--- config.mk ---
export PLATFORM = sky130hd
export DESIGN_NAME = decode_stage_hs
export DESIGN_NICKNAME = d
export VERILOG_FILES = /design/src/rtl/decode_stage_hs.sv
export SDC_FILE = /design/constraint.sdc
export NUM_CORES = 2
export LEC_CHECK = 0
export ABC_CLOCK_PERIOD_IN_PS = 12400
export CAP_MARGIN = 20
export CORE_MARGIN = 2
export CORE_UTILIZATION = 50
export DETAILED_ROUTE_END_ITERATION = 6
export PLACE_DENSITY = 0.71
export SYNTH_ARGS = -nofsm -noshare
export SYNTH_HDL_FRONTEND = slang
export SYNTH_SLANG_ARGS = --single-unit
--- constraint.sdc ---
create_clock -name clk -period 12.4 [get_ports clk]
set_input_delay 2.48 -clock clk [delete_from_list [all_inputs] [get_ports clk]]
set_output_delay 2.48 -clock clk [all_outputs]
set_load 0.05 [all_outputs]
--- src/rtl/decode_stage_hs.sv ---
// ---------------------------------------------------------------------------
// decode_stage_hs
//
// Instruction decode (ID) stage for RV32I / RV32E with valid/ready handshakes
// on both the IF side and the EX side. Holds the architectural register file
// (with optional write-back bypass). Resolves jumps and branches in ID. Stalls
// on load-use hazards and on branch/JALR operand hazards. Registers the decoded
// fields into the ID/EX pipeline register.
//
// Parameters
//   XLEN       data / PC width
//   NUM_REGS   architectural register count (32 = RV32I, 16 = RV32E)
//   WB_BYPASS  1: a same-cycle WB write is visible to ID reads
//
// Ports
//   clk, rst_n                 clock, asynchronous active-low reset
//   clk_en                     global enable; all state holds when low
//   if_valid/if_ready          IF handshake; if_inst / if_pc carry the payload
//   wb_wr_en/wb_rd_addr/_data  register file write port (write-back)
//   mem_rd_wr_en/mem_rd_addr   destination of the instruction currently in MEM
//   flush                      kill the ID contents and the ID/EX register
//   ex_valid/ex_ready          EX handshake for the ID/EX register
//   ex_*                       registered decoded fields
//   ex_alu_src1                0 = RS1, 1 = PC
//   ex_alu_src2                0 = RS2, 1 = IMM
//   ex_alu_op                  {0, funct7[5], funct3} for ALU ops,
//                              5'b10000 = ADD4, 5'b10001 = BPS2 (pass operand 2)
//   branch_taken/jump_addr     combinational IF redirect
//   illegal_inst               registered with ex_valid; undecodable instruction
// ---------------------------------------------------------------------------
module decode_stage_hs #(
  parameter int XLEN      = 32,
  parameter int NUM_REGS  = 32,
  parameter bit WB_BYPASS = 1'b1
) (
  input  logic            clk,
  input  logic            rst_n,
  input  logic            clk_en,
  input  logic            if_valid,
  output logic            if_ready,
  input  logic [31:0]     if_inst,
  input  logic [XLEN-1:0] if_pc,
  input  logic            wb_wr_en,
  input  logic [4:0]      wb_rd_addr,
  input  logic [XLEN-1:0] wb_rd_data,
  input  logic            mem_rd_wr_en,
  input  logic [4:0]      mem_rd_addr,
  input  logic            flush,
  output logic            ex_valid,
  input  logic            ex_ready,
  output logic [XLEN-1:0] ex_pc,
  output logic [XLEN-1:0] ex_imm,
  output logic [XLEN-1:0] ex_rs1_data,
  output logic [XLEN-1:0] ex_rs2_data,
  output logic [4:0]      ex_rd_addr,
  output logic            ex_rd_wr_en,
  output logic            ex_mem_rd_en,
  output logic            ex_mem_wr_en,
  output logic [2:0]      ex_funct3,
  output logic            ex_alu_src1,
  output logic            ex_alu_src2,
  output logic [4:0]      ex_alu_op,
  output logic            branch_taken,
  output logic [XLEN-1:0] jump_addr,
  output logic            illegal_inst
);

  typedef enum logic [6:0] {
    OP_LUI    = 7'b0110111,
    OP_AUIPC  = 7'b0010111,
    OP_JAL    = 7'b1101111,
    OP_JALR   = 7'b1100111,
    OP_BRANCH = 7'b1100011,
    OP_LOAD   = 7'b0000011,
    OP_STORE  = 7'b0100011,
    OP_ALUI   = 7'b0010011,
    OP_ALU    = 7'b0110011
  } opcode_e;

  localparam logic [4:0] ALU_ADD  = 5'b00000;
  localparam logic [4:0] ALU_ADD4 = 5'b10000;
  localparam logic [4:0] ALU_BPS2 = 5'b10001;
  localparam logic       SRC1_RS1 = 1'b0;
  localparam logic       SRC1_PC  = 1'b1;
  localparam logic       SRC2_RS2 = 1'b0;
  localparam logic       SRC2_IMM = 1'b1;

  // Instruction fields
  logic [6:0] opcode;
  logic [4:0] rd, rs1, rs2;
  logic [2:0] funct3;

  assign opcode = if_inst[6:0];
  assign rd     = if_inst[11:7];
  assign funct3 = if_inst[14:12];
  assign rs1    = if_inst[19:15];
  assign rs2    = if_inst[24:20];

  // Immediate formats (32-bit, sign carried in bit 31)
  logic signed [31:0] imm_i, imm_s, imm_b, imm_u, imm_j;
  assign imm_i = {{20{if_inst[31]}}, if_inst[31:20]};
  assign imm_s = {{20{if_inst[31]}}, if_inst[31:25], if_inst[11:7]};
  assign imm_b = {{19{if_inst[31]}}, if_inst[31], if_inst[7], if_inst[30:25],
                  if_inst[11:8], 1'b0};
  assign imm_u = {if_inst[31:12], 12'b0};
  assign imm_j = {{11{if_inst[31]}}, if_inst[31], if_inst[19:12], if_inst[20],
                  if_inst[30:21], 1'b0};

  // Decode
  logic               known, uses_rs1, uses_rs2, uses_rd;
  logic               is_jal, is_jalr, is_branch, is_load, is_store;
  logic [4:0]         alu_op;
  logic               alu_src1, alu_src2;
  logic signed [31:0] imm32;
  logic [XLEN-1:0]    imm;
  logic               illegal, dec_rd_wr_en, dec_mem_rd_en, dec_mem_wr_en;

  // NOTE: every variable written here gets a default first so that no path
  // leaves it unassigned; a missing default would infer a latch.
  always_comb begin
    known     = 1'b1;
    uses_rs1  = 1'b0;
    uses_rs2  = 1'b0;
    uses_rd   = 1'b0;
    is_jal    = 1'b0;
    is_jalr   = 1'b0;
    is_branch = 1'b0;
    is_load   = 1'b0;
    is_store  = 1'b0;
    alu_op    = ALU_ADD;
    alu_src1  = SRC1_RS1;
    alu_src2  = SRC2_RS2;
    imm32     = imm_i;
    case (opcode)
      OP_LUI: begin
        uses_rd  = 1'b1;
        alu_op   = ALU_BPS2;
        alu_src2 = SRC2_IMM;
        imm32    = imm_u;
      end
      OP_AUIPC: begin
        uses_rd  = 1'b1;
        alu_src1 = SRC1_PC;
        alu_src2 = SRC2_IMM;
        imm32    = imm_u;
      end
      OP_JAL: begin
        uses_rd  = 1'b1;
        is_jal   = 1'b1;
        alu_op   = ALU_ADD4;
        alu_src1 = SRC1_PC;
        imm32    = imm_j;
      end
      OP_JALR: begin
        uses_rd  = 1'b1;
        uses_rs1 = 1'b1;
        is_jalr  = 1'b1;
        alu_op   = ALU_ADD4;
        alu_src1 = SRC1_PC;
      end
      OP_BRANCH: begin
        uses_rs1  = 1'b1;
        uses_rs2  = 1'b1;
        is_branch = 1'b1;
        imm32     = imm_b;
      end
      OP_LOAD: begin
        uses_rd  = 1'b1;
        uses_rs1 = 1'b1;
        is_load  = 1'b1;
        alu_src2 = SRC2_IMM;
      end
      OP_STORE: begin
        uses_rs1 = 1'b1;
        uses_rs2 = 1'b1;
        is_store = 1'b1;
        alu_op   = ALU_BPS2;
        imm32    = imm_s;
      end
      OP_ALUI: begin
        uses_rd  = 1'b1;
        uses_rs1 = 1'b1;
        alu_src2 = SRC2_IMM;
        // Only the shift-right immediates carry an operation bit in funct7.
        alu_op   = {1'b0, (funct3 == 3'b101) ? if_inst[30] : 1'b0, funct3};
      end
      OP_ALU: begin
        uses_rd  = 1'b1;
        uses_rs1 = 1'b1;
        uses_rs2 = 1'b1;
        alu_op   = {1'b0, if_inst[30], funct3};
      end
      default: known = 1'b0;
    endcase
  end

  // Signed source sign-extends when XLEN is wider than 32.
  assign imm = XLEN'(imm32);

  // Register numbers at or above NUM_REGS do not exist (RV32E).
  assign illegal = ~known
                 | (uses_rs1 & (int'(rs1) >= NUM_REGS))
                 | (uses_rs2 & (int'(rs2) >= NUM_REGS))
                 | (uses_rd  & (int'(rd)  >= NUM_REGS));

  assign dec_rd_wr_en  = uses_rd & (rd != 5'd0) & ~illegal;
  assign dec_mem_rd_en = is_load & ~illegal;
  assign dec_mem_wr_en = is_store & ~illegal;

  // Register file, x0 is not stored
  logic [XLEN-1:0] regs [1:NUM_REGS-1];
  logic            rf_we;
  logic [XLEN-1:0] rs1_data, rs2_data;

  assign rf_we = clk_en & wb_wr_en & (wb_rd_addr != 5'd0)
               & (int'(wb_rd_addr) < NUM_REGS);

  // NOTE: the register file is reset because the architectural state after
  // reset is defined as all zeros; it is small enough to live in flops.
  always_ff @(posedge clk or negedge rst_n) begin
    if (!rst_n) begin
      for (int i = 1; i < NUM_REGS; i++) regs[i] <= '0;
    end else if (rf_we) begin
      for (int i = 1; i < NUM_REGS; i++)
        if (wb_rd_addr == 5'(i)) regs[i] <= wb_rd_data;
    end
  end

  // Out-of-range and x0 reads fall through to zero.
  always_comb begin
    rs1_data = '0;
    rs2_data = '0;
    for (int i = 1; i < NUM_REGS; i++) begin
      if (rs1 == 5'(i)) rs1_data = regs[i];
      if (rs2 == 5'(i)) rs2_data = regs[i];
    end
    if (WB_BYPASS && rf_we && (wb_rd_addr == rs1)) rs1_data = wb_rd_data;
    if (WB_BYPASS && rf_we && (wb_rd_addr == rs2)) rs2_data = wb_rd_data;
  end

  // Hazards
  logic load_use, br_hazard, stall, advance, accept;
  logic rs1_fwd_hit, rs2_fwd_hit;

  assign load_use = ex_valid & ex_mem_rd_en & (ex_rd_addr != 5'd0)
                  & ((uses_rs1 & (rs1 == ex_rd_addr))
                   | (uses_rs2 & (rs2 == ex_rd_addr)));

  // A branch/JALR operand still being produced in EX or MEM cannot be
  // compared in ID, so the instruction waits.
  assign rs1_fwd_hit = uses_rs1 & (rs1 != 5'd0)
                     & ((ex_valid & ex_rd_wr_en & (rs1 == ex_rd_addr))
                      | (mem_rd_wr_en & (rs1 == mem_rd_addr)));
  assign rs2_fwd_hit = uses_rs2 & (rs2 != 5'd0)
                     & ((ex_valid & ex_rd_wr_en & (rs2 == ex_rd_addr))
                      | (mem_rd_wr_en & (rs2 == mem_rd_addr)));
  assign br_hazard   = (is_branch | is_jalr) & (rs1_fwd_hit | rs2_fwd_hit);

  assign stall    = if_valid & (load_use | br_hazard);
  assign advance  = clk_en & (~ex_valid | ex_ready);
  assign if_ready = advance & ~stall & ~flush;
  assign accept   = if_valid & if_ready;

  // Branch resolution
  logic            cond;
  logic [XLEN-1:0] target;

  always_comb begin
    cond = 1'b0;
    case (funct3)
      3'b000:  cond = (rs1_data == rs2_data);
      3'b001:  cond = (rs1_data != rs2_data);
      3'b100:  cond = ($signed(rs1_data) <  $signed(rs2_data));
      3'b101:  cond = ($signed(rs1_data) >= $signed(rs2_data));
      3'b110:  cond = (rs1_data <  rs2_data);
      3'b111:  cond = (rs1_data >= rs2_data);
      default: cond = 1'b0;
    endcase
  end

  assign target       = (is_jalr ? rs1_data : if_pc) + imm;
  assign jump_addr    = is_jalr ? {target[XLEN-1:1], 1'b0} : target;
  assign branch_taken = accept & ~illegal
                      & (is_jal | is_jalr | (is_branch & cond));

  // ID/EX pipeline register
  // NOTE: state registers use non-blocking assignments so every flop samples
  // the pre-edge values regardless of statement order.
  always_ff @(posedge clk or negedge rst_n) begin
    if (!rst_n) begin
      ex_valid     <= 1'b0;
      ex_pc        <= '0;
      ex_imm       <= '0;
      ex_rs1_data  <= '0;
      ex_rs2_data  <= '0;
      ex_rd_addr   <= '0;
      ex_rd_wr_en  <= 1'b0;
      ex_mem_rd_en <= 1'b0;
      ex_mem_wr_en <= 1'b0;
      ex_funct3    <= '0;
      ex_alu_src1  <= SRC1_RS1;
      ex_alu_src2  <= SRC2_RS2;
      ex_alu_op    <= ALU_ADD;
      illegal_inst <= 1'b0;
    end else if (clk_en) begin
      if (flush) begin
        ex_valid     <= 1'b0;
        illegal_inst <= 1'b0;
      end else if (advance) begin
        if (accept) begin
          ex_valid     <= 1'b1;
          ex_pc        <= if_pc;
          ex_imm       <= imm;
          ex_rs1_data  <= rs1_data;
          ex_rs2_data  <= rs2_data;
          ex_rd_addr   <= rd;
          ex_rd_wr_en  <= dec_rd_wr_en;
          ex_mem_rd_en <= dec_mem_rd_en;
          ex_mem_wr_en <= dec_mem_wr_en;
          ex_funct3    <= funct3;
          ex_alu_src1  <= alu_src1;
          ex_alu_src2  <= alu_src2;
          ex_alu_op    <= alu_op;
          illegal_inst <= illegal;
        end else begin
          ex_valid     <= 1'b0;
          illegal_inst <= 1'b0;
        end
      end
    end
  end

endmodule

==> out/results.ini <==
[run_status]
status=finished, violations left
violations=DRC

[setup_path]
cp-end-kind=output port
rrSetupSlack_ns=7.62
critical_path_class=in2out
crit_required_ns=9.92
worstPathArrival_ns=9.78
crit_chain=buf_2 > buf_4 > nand2b_1 > nor2_2 > buf_4 > a22oi_1 > nand4_1 > nor2_1 > a21oi_1 > a221oi_1 > a31oi_1 > ha_1 > nand2_1 > nor3_4 > nand3_2 > or3_1 > or3_4 > nand3_2 > a21boi_1 > mux2i_1 > a2111o_1 > a21oi_2 > buf_12
worstReg2RegEnd=ex_rs1_data[19]
slowest_stage=nor2_2
slowest_delay_ns=0.96
startpoint_type=input port
path_max_fanout=25
r2r_cells=13
reg2reg_from=ex_rd_addr[1]

[floorplanning]
core-area_sq_mm=0.119
dieArea_sq_mm=0.123
dieWidth_um=350
rows=127
io_pins=296
die_h_um=350
initial_utilization_pct=50.2

[synth]
synth_edf_count=0
ys_top_cells_by_count=dfrtp_1 (1140), mux2_2 (1022), nand2_1 (530)
yosysMostFrequentCell=dfrtp_1
synthMuxAreaShare_pct=19.9
synth-compound-area-share_pct=17.3
synth_top_family_by_area=multiplexers
synth_nets=5708
synthTopCellsByArea=dfrtp_1 (48%), mux2_2 (19%), a22oi_1 (5.5%)
yosys.area_share.simple_pct=9.42
yosys.area_share.adder_pct=1.35
synth.largest_area_cell=dfrtp_1
synth-async-reset-ratio_pct=100
syn_inst=5530
netlist_area_sq_mm=0.0600
netlist.area_leader.share_pct=47.6
synth_flop_cell=dfrtp_1
synth_cell_types=95
synth_seq_cells=1140
yosys_warnings=0
avgSynthCellArea_sq_um=10.8
ys_seq_area_share_pct=47.6
yosys.area_share.xor_xnor_pct=0.832

[grt]
antenna_found_initial=28
grt_pass1_vias=53508
track_usage_pct=50.4
gr-total-overflow=0
grt_first_pass_wirelength_um=431000
grt_max_degree=184

[routing]
viasPerCell=7.52
ant_nets=0
wl_um=316000
num_vias=56291
routedWlPerCell_um=42.2
drc=29
drt_pre_antenna_iters=7
first_iter_violations=11065

[cts]
cts_root_buf=clkbuf_16
cts_hold_buf=0
insertion_delay_ns=0.79
clk_path_buf_depth=3
numCtsBuffers=121
cts_num_sinks=1140
cts_tree=done
clk_pin_slew_ns=0.06
htreeDepth=3
ctsResizeCount=0
post_cts_buffers=0

[min_path]
hold_end=ex_pc[2]
holdCritPathClass=reg2reg
whs_path_depth=2
min_from=ex_pc[2]

[pwr]
finalPower_mw=10.9
irDropWorstVdd_uv=138
powerDensity_mw_per_mm2=156
total_leakage_power_nw=31.4

[sta]
worstMarginPinSlew_ns=1.36
hold_ws_ns=0.471
finalCriticalPeriod_ns=12.26
fin_crit_sh_pct=98.9
slew_violations=0
final.setup.worst_slack_ns=0.142
rsz0062_at_grt=no
finalHoldViolCount=0
tns_ns=0
slew_headroom_pct=9.21
clock_skew_ns=0.0454
setup_viol=0
fmax_ghz=0.0816

[placed_design]
pre_cts_slack_ns=0.592
hpwl_um=210000
routabilityCongestion=1.06
port_buffers=295

[finish]
layout-drive-gt1-share_pct=28.5
postLayoutCoreUtil_pct=58.8
area_growth_pct=17.2
nets=5928
register_area_sq_mm=0.0285
nFillCells=10243
multi_input_area_sq_mm=0.0298

[job]
cap_viol_max_count=0

## worst max-delay path by stage
stage                            from       endpoint  slack (ns)  cells after the start
final                     if_inst[16]   branch_taken        0.14                     23
after floorplan           if_inst[19]  jump_addr[26]        2.55                     27
after detailed placement  if_inst[16]  jump_addr[31]        0.59                     24
after global placement    if_inst[16]  jump_addr[31]        0.66                     24
after CTS                 if_inst[16]  jump_addr[31]        0.58                     24
after global routing      if_inst[16]  jump_addr[31]        0.06                     24
## cell usage in the layout (no fill, tap or decap), types with 57 or more instances in the layout
cell type / Yosys / layout
a221oi_1: 130 / 130
o22ai_1: 60 / 60
a222oi_1: 57 / 57
nand4_1: 78 / 78
nand2_1: 530 / 525
clkbuf_16: 0 / 123
nor2_1: 261 / 189
o21ai_1: 80 / 80
nand3_1: 115 / 112
a22oi_1: 443 / 443
a21oi_1: 196 / 196
dfrtp_1: 1140 / 1140
clkdlybuf4s50_1: 0 / 267
mux2_2: 1022 / 1022
a22o_1: 62 / 62
ha_1: 63 / 63
o21ai_0: 124 / 124
buf_4: 6 / 273
## flip-flops by register name, indices dropped and copies added (netlist names)
signal	cells
ex_mem_rd_en	1
ex_imm	32
ex_mem_wr_en	1
ex_alu_src2	1
ex_rd_wr_en	1
ex_pc	32
ex_rs2_data	32
regs	992
ex_rd_addr	5
illegal_inst	1
ex_rs1_data	32
ex_funct3	3
ex_alu_src1	1
ex_alu_op	5
ex_valid	1
## cell type report
class | count | share of cell area (%)
Antenna cell | 18 | 0.0641
Clock buffer | 177 | 5.11
Clock inverter | 48 | 0.899
Inverter | 40 | 0.214
Multi-Input combinational cell | 3861 | 42.4
Sequential cell | 1140 | 40.6
Tap cell | 1612 | 2.87
Timing Repair Buffer | 586 | 7.81
## cell families (layout without fill, tap and decap cells)
group / count (synthesis) / in the layout
AO/OA/AOI/OAI: 1450 / 1450
AND/OR/NAND/NOR: 1229 / 1229
flip-flops: 1140 / 1140
multiplexers: 1061 / 1061
buffers and inverters: 529 / 851
adder cells (fa/ha/maj): 64 / 64
XOR/XNOR: 57 / 57
other: 0 / 18
## per-stage QoR
stage,cells,area [sq um]
global placement,7229,65800
finish,7482,70300
floorplan,5530,60000
CTS,7458,70100
detailed placement,7233,65900
global route,7472,70200
## critical path, delay by kind of cell
kind,cells,cell delay (ns)
buffers and inverters,4,1.48
multiplexers,1,0.08
AO/OA/AOI/OAI,7,2.35
AND/OR/NAND/NOR,10,3.16
adder cells (fa/ha/maj),1,0.19
## power breakdown
part           switching, mW  internal (mW)
clock                   1.67           2.24
sequential             0.569           4.24
combinational           1.39          0.848
total                   3.63           7.32
## per-layer routing
layer	global-route usage (%)	vias up	wire (um)
li1	-	21337	-
met1	62.3	27992	113000
met2	67.7	5368	122000
met3	24.7	1568	51600
met4	36.1	26	28600
met5	1.53	-	413
No activity file was read; power rests on OpenSTA's default activity.
